File: config.mk
export PLATFORM = sky130hd
export DESIGN_NAME = adder_scoreboard
export DESIGN_NICKNAME = d
export VERILOG_FILES = /design/src/rtl/cla_pkg.sv /design/src/rtl/sync_fifo.sv /design/src/rtl/adder_scoreboard.sv
export SDC_FILE = /design/constraint.sdc
export NUM_CORES = 2
export LEC_CHECK = 0
export CAP_MARGIN = 10
export CORE_MARGIN = 10
export CORE_UTILIZATION = 35
export DETAILED_ROUTE_END_ITERATION = 6
export PLACE_DENSITY_LB_ADDON = 0.1
export REMOVE_ABC_BUFFERS = 1
export SYNTH_ARGS = -nofsm -noshare
export SYNTH_HDL_FRONTEND = slang
export SYNTH_SLANG_ARGS = --single-unit
File: constraint.sdc
create_clock -name clk -period 36.6 [get_ports clk]
set_input_delay 7.32 -clock clk [delete_from_list [all_inputs] [get_ports clk]]
set_output_delay 7.32 -clock clk [all_outputs]
set_load 0.05 [all_outputs]
File: src/rtl/cla_pkg.sv
// Shared definitions for the adder checker datapath.
// Latency: n/a (types, constants and a pure function only).
// Backpressure: n/a.
package cla_pkg;

  // Scoreboard state encoding, also driven straight onto the state output.
  typedef enum logic [1:0] {
    ST_IDLE   = 2'd0,
    ST_RUN    = 2'd1,
    ST_FAILED = 2'd2
  } state_t;

  // Increment that sticks at max; callers cast to their counter width.
  function automatic logic [63:0] sat_inc(input logic [63:0] v, input logic [63:0] max);
    return (v >= max) ? v : v + 64'd1;
  endfunction

endpackage

File: src/rtl/sync_fifo.sv
// In-order FIFO with show-ahead read data (dout is always the head entry).
// Latency: a pushed entry is visible on dout the cycle after the push edge when empty.
// Backpressure: none internally; the caller only asserts push/pop when legal.
module sync_fifo #(
  parameter int w     = 8,
  parameter int depth = 8
) (
  input  logic                   clk,
  input  logic                   rst,
  input  logic                   push,
  input  logic                   pop,
  input  logic [w-1:0]           din,
  output logic [w-1:0]           dout,
  output logic [$clog2(depth):0] level
);

  localparam int aw    = $clog2(depth);
  localparam int lvl_w = aw + 1;

  logic [w-1:0]  mem [depth];
  logic [aw-1:0] wr_ptr;
  logic [aw-1:0] rd_ptr;

  // Storage has no reset; validity is tracked by level alone.
  always_ff @(posedge clk) begin
    if (push) mem[wr_ptr] <= din;
  end

  // Pointers wrap naturally because depth is a power of two; level tells full from empty.
  always_ff @(posedge clk) begin
    if (rst) begin
      wr_ptr <= '0;
      rd_ptr <= '0;
      level  <= '0;
    end else begin
      if (push) wr_ptr <= wr_ptr + aw'(1);
      if (pop)  rd_ptr <= rd_ptr + aw'(1);
      if (push && !pop)      level <= level + lvl_w'(1);
      else if (pop && !push) level <= level - lvl_w'(1);
    end
  end

  assign dout = mem[rd_ptr];

endmodule

File: src/rtl/adder_scoreboard.sv
// Checks adder results against a locally computed reference sum queued in order.
// Latency: all outputs registered, updating at the edge that samples the cause.
// Backpressure: none; pushes into a full FIFO without a pop are dropped and flagged.
module adder_scoreboard
  import cla_pkg::*;
#(
  parameter int w     = 128,
  parameter int depth = 8,
  parameter int cnt_w = 16
) (
  input  logic                   clk,
  input  logic                   rst,
  input  logic                   in_valid,
  input  logic [w-1:0]           in_op1,
  input  logic [w-1:0]           in_op2,
  input  logic                   in_cin,
  input  logic                   res_valid,
  input  logic [w-1:0]           res,
  output logic                   error,
  output logic                   overflow,
  output logic                   underflow,
  output logic [1:0]             state,
  output logic [cnt_w-1:0]       check_cnt,
  output logic [cnt_w-1:0]       mismatch_cnt,
  output logic [cnt_w-1:0]       fail_idx,
  output logic [w-1:0]           fail_exp,
  output logic [w-1:0]           fail_got,
  output logic [$clog2(depth):0] level
);

  localparam int               lvl_w   = $clog2(depth) + 1;
  localparam logic [cnt_w-1:0] cnt_max = '1;

  logic [w-1:0]     exp_sum;
  logic [w-1:0]     head;
  logic [lvl_w-1:0] fifo_level;
  logic             fifo_empty;
  logic             fifo_full;
  logic             do_pop;
  logic             do_push;
  logic             mismatch;
  state_t           state_q;
  state_t           state_d;

  // Reference sum; carry-out is intentionally dropped by the w-bit result.
  assign exp_sum    = in_op1 + in_op2 + w'(in_cin);
  assign fifo_empty = (fifo_level == '0);
  assign fifo_full  = (fifo_level == lvl_w'(depth));
  assign do_pop     = res_valid && !fifo_empty;
  // A pop in the same cycle frees the slot, so push+pop at full is accepted.
  assign do_push    = in_valid && (!fifo_full || do_pop);
  assign mismatch   = do_pop && (head != res);

  sync_fifo #(
    .w     (w),
    .depth (depth)
  ) u_fifo (
    .clk   (clk),
    .rst   (rst),
    .push  (do_push),
    .pop   (do_pop),
    .din   (exp_sum),
    .dout  (head),
    .level (fifo_level)
  );

  // State register.
  always_ff @(posedge clk) begin
    if (rst) state_q <= ST_IDLE;
    else     state_q <= state_d;
  end

  // Next state: start on first accepted push, latch FAILED on first mismatch.
  always_comb begin
    state_d = state_q;
    case (state_q)
      ST_IDLE:   if (do_push)  state_d = ST_RUN;
      ST_RUN:    if (mismatch) state_d = ST_FAILED;
      ST_FAILED: state_d = ST_FAILED;
      default:   state_d = ST_IDLE;
    endcase
  end

  // Sticky flags, saturating counters and the first-failure capture.
  always_ff @(posedge clk) begin
    if (rst) begin
      error        <= 1'b0;
      overflow     <= 1'b0;
      underflow    <= 1'b0;
      check_cnt    <= '0;
      mismatch_cnt <= '0;
      fail_idx     <= '0;
      fail_exp     <= '0;
      fail_got     <= '0;
    end else begin
      if (in_valid && !do_push)      overflow  <= 1'b1;
      if (res_valid && fifo_empty)   underflow <= 1'b1;
      if (do_pop) check_cnt <= cnt_w'(sat_inc(64'(check_cnt), 64'(cnt_max)));
      if (mismatch) begin
        error        <= 1'b1;
        mismatch_cnt <= cnt_w'(sat_inc(64'(mismatch_cnt), 64'(cnt_max)));
      end
      // fail_idx takes the pre-increment count, i.e. the 0-based compare index.
      if (mismatch && state_q == ST_RUN) begin
        fail_idx <= check_cnt;
        fail_exp <= head;
        fail_got <= res;
      end
    end
  end

  assign state = state_q;
  assign level = fifo_level;

endmodule

==> impl_metrics.yaml <==
timing:
  max_freq_mhz: 81.4
  fin_setup_tns_ps: 0
  fin_crit_sh_pct: 33.6
  period_needed_ps: 12280
  fin_skew_ps: 29.3
  fin_ws_ps: 24320
  rsz0062_at_grt: "false"
  slew_viol_final: 0
  slew_headroom_pct: 19.2
  hold_viol: 0
  holdWs_ps: 467
  setup_viol: 0
  worst_pin_slew_ps: 1200
clock_tree:
  htree_levels: 4
  cts_buffers: 152
  cts_resized: 0
  path_clk_slew_ps: 60
  ctsHoldBuffers: 0
  postCtsSetupRepairBufs: 0
  clkSinkCount: 1346
  clock_latency_ps: 780
  cts_tree: "built"
  cts-root-buf: "clkbuf_16"
  clockBufferDepth: 3
yosys:
  syn_area_per_cell_sq_um: 14.8
  synth_cells: 3992
  ys_warn_count: 0
  yosys-top-cells-area: "edfxtp_1 (52%), dfxtp_1 (11%), mux4_2 (9.8%), mux2i_1 (4.7%), xor2_1 (2.9%)"
  ys.flop_type: "edfxtp_1"
  yosys.area.top_type: "edfxtp_1"
  synth_edf_count: 1024
  async_reset_ff_share_pct: 0
  synth_area_sq_mm: 0.0589
  synth.ff_latch_count: 1346
  ys_seq_area_share_pct: 63.1
  yosys.area.top_type_share_pct: 52.2
  synth_cell_type_count: 63
drt:
  drt_pre_antenna_iters: 5
  wl_per_cell_microns: 27.6
  final_antenna_net_count: 0
  drt_iter0_drc: 2612
  drt_wl_total_mm: 195
  num_vias: 36900
  via_per_inst: 5.23
  remaining_drc_errors: 0
cells_and_area:
  syn2layout_area_growth_pct: 24.1
  final_util_pct: 43.7
  drive_above_1_share_pct: 11.6
  fin_nets: 5217
placed_design:
  portBuffers: 701
  dpl.hpwl_mm: 136
  place_ws_ps: 23620
  place_congestion: 0.928
grt:
  grt-ovfl-total: 0
  grt_use_total_pct: 20.4
  grt_max_degree: 136
  grt_pass1_wl_mm: 277
  first_global_vias: 37500
  antenna_found_initial: 43
die:
  rows: 150
  fp.coreArea_sq_mm: 0.167
  start_util_pct: 35.2
  die-area_sq_mm: 0.185
  io_pins: 702
  die_width_microns: 430
  chipHeight_microns: 430
power_and_ir_drop:
  p_sw_mw: 1.54
  power.leakage_nw: 23.7
  p_int_mw: 3.24
  pwr-share-clk_pct: 31.7
  seq_power_share_pct: 39.6
  switching_share_pct: 32.2
  powerDensity_mw_per_mm2: 65.3
  combPwrFrac_pct: 28.7
  vdd.ir_drop.worst_uv: 53.5
  finalPower_mw: 4.77
run:
  cap_violations: 0
worst_setup_path:
  crit_slowest_cell: "o21ai_0"
  cp.arrival_ps: 12710
  worst-setup-path-type: "primary input to register"
  path_max_fanout: 8
  path_cells: "clkdlybuf4s50_1, fa_1, a21oi_1, nand4b_1, a2111o_1, a311oi_1, nor3_1, o21ai_0, a21oi_1, o21ai_0, a31oi_1, o21a_1, xnor2_1"
  critPathRequiredTime_ps: 37030
  start_kind: "primary input"
  cp_top_family: "compound AO/OA/AOI/OAI gates"
  worstSetupEndpointType: "register"
  critPathMaxStageDelay_ps: 980
  timing.critical_path.buf_inv: 1
run_status:
  status: "finished clean"
hold_path:
  holdCritPathClass: "register to register"
## synth_stat cells, types with 110 or more instances
cell         n
xor2_1     197
a211oi_1   129
mux2i_1    276
edfxtp_1  1024
dfxtp_1    322
ha_1       135
nor2_1     405
nand2_1    151
o21ai_0    110
mux4_2     256
clkbuf_1   124
a21oi_1    209
## power groups by stage
stage                     clock, mW  combinational [mW]  sequential [mW]
after floorplan                   0               0.837             2.16
after global placement            0                1.40             1.92
after detailed placement          0                1.40             1.92
after CTS                      1.56                1.41             1.89
after global routing           1.63                1.47             1.90
final                          1.51                1.37             1.89
## worst paths after layout
check | to | slack, ps | from | depth (start not counted)
max | u_fifo.mem[4][113] | 24320 | in_op1[0] | 13
min | register | 470 | u_fifo.rd_ptr[1] | 2
max reg2reg | fail_got[78] | 27750 | register | 17
min reg2reg | register | 470 | u_fifo.rd_ptr[1] | 2
## worst reg2reg max path, delay by kind of cell (launching register included)
family                 cells  cell delay (ps)
buffers and inverters      6             3910
XOR/XNOR                   1              320
flip-flops                 1              880
multiplexers               3             1800
AND/OR/NAND/NOR            7             1810
## metrics by stage
stage          instance area (sq um)  instances
2_1_floorplan                  57800       3784
3_3_place_gp                   68100       6738
3_5_place_dp                   68100       6738
4_1_cts                        73000       7017
5_1_grt                        73100       7047
6_report                       73100       7048
## sequential cells by signal, summed over array words and instances, names as in the netlist, 2 cells and up, named ones only
| signal | count |
|---|---|
| fail_exp | 128 |
| state | 2 |
| mismatch_cnt | 16 |
| fail_idx | 16 |
| u_fifo.mem | 1024 |
| fail_got | 128 |
| u_fifo.level | 4 |
| u_fifo.rd_ptr | 3 |
| check_cnt | 16 |
| u_fifo.wr_ptr | 3 |
## layout make-up
type	count	area, sq um
antenna	29	72.6
clock buffer	203	4200
clock inverter	76	736
fill	15200	94100
inverter	39	146
multi-input combinational	2399	20500
sequential	1346	37200
tap	2204	2760
timing repair buffer	752	7520
## routing by layer
layer,track usage [%],routed length [microns],vias to the layer above
li1,-,-,16800
met1,25.7,81700,18800
met2,35.6,98600,994
met3,3.38,8520,243
met4,7.00,5790,0
met5,0,0,-
## cells by family after synthesis
group	Yosys count	share of synthesized area, %
simple gates	815	6.19
fa+ha+maj	138	2.97
mux	532	14.5
compound gates	633	6.85
buf+inv	247	2.24
flops	1346	63.1
xor+xnor	281	4.18
## placed cells by master (no fill, tap or decap), drive strengths merged, types with 14 or more instances in the layout
cell type	Yosys	routed
mux4	256	256
nor3	41	41
diode	0	29
nor4	23	23
nand2	151	151
a21oi	209	209
nand3	26	26
o21ai	112	112
a211oi	140	140
ha	135	135
clkinv	0	50
o21bai	27	27
nor2b	14	14
nand4	96	96
nor2	407	407
xor2	197	197
dfxtp	322	322
inv	39	49
o21a	22	22
a21o	50	50
edfxtp	1024	1024
clkdlybuf4s50	0	700
xnor2	84	84
clkbuf	124	205
mux2i	276	276
buf	84	50
Power figures use the tool's default switching activity.
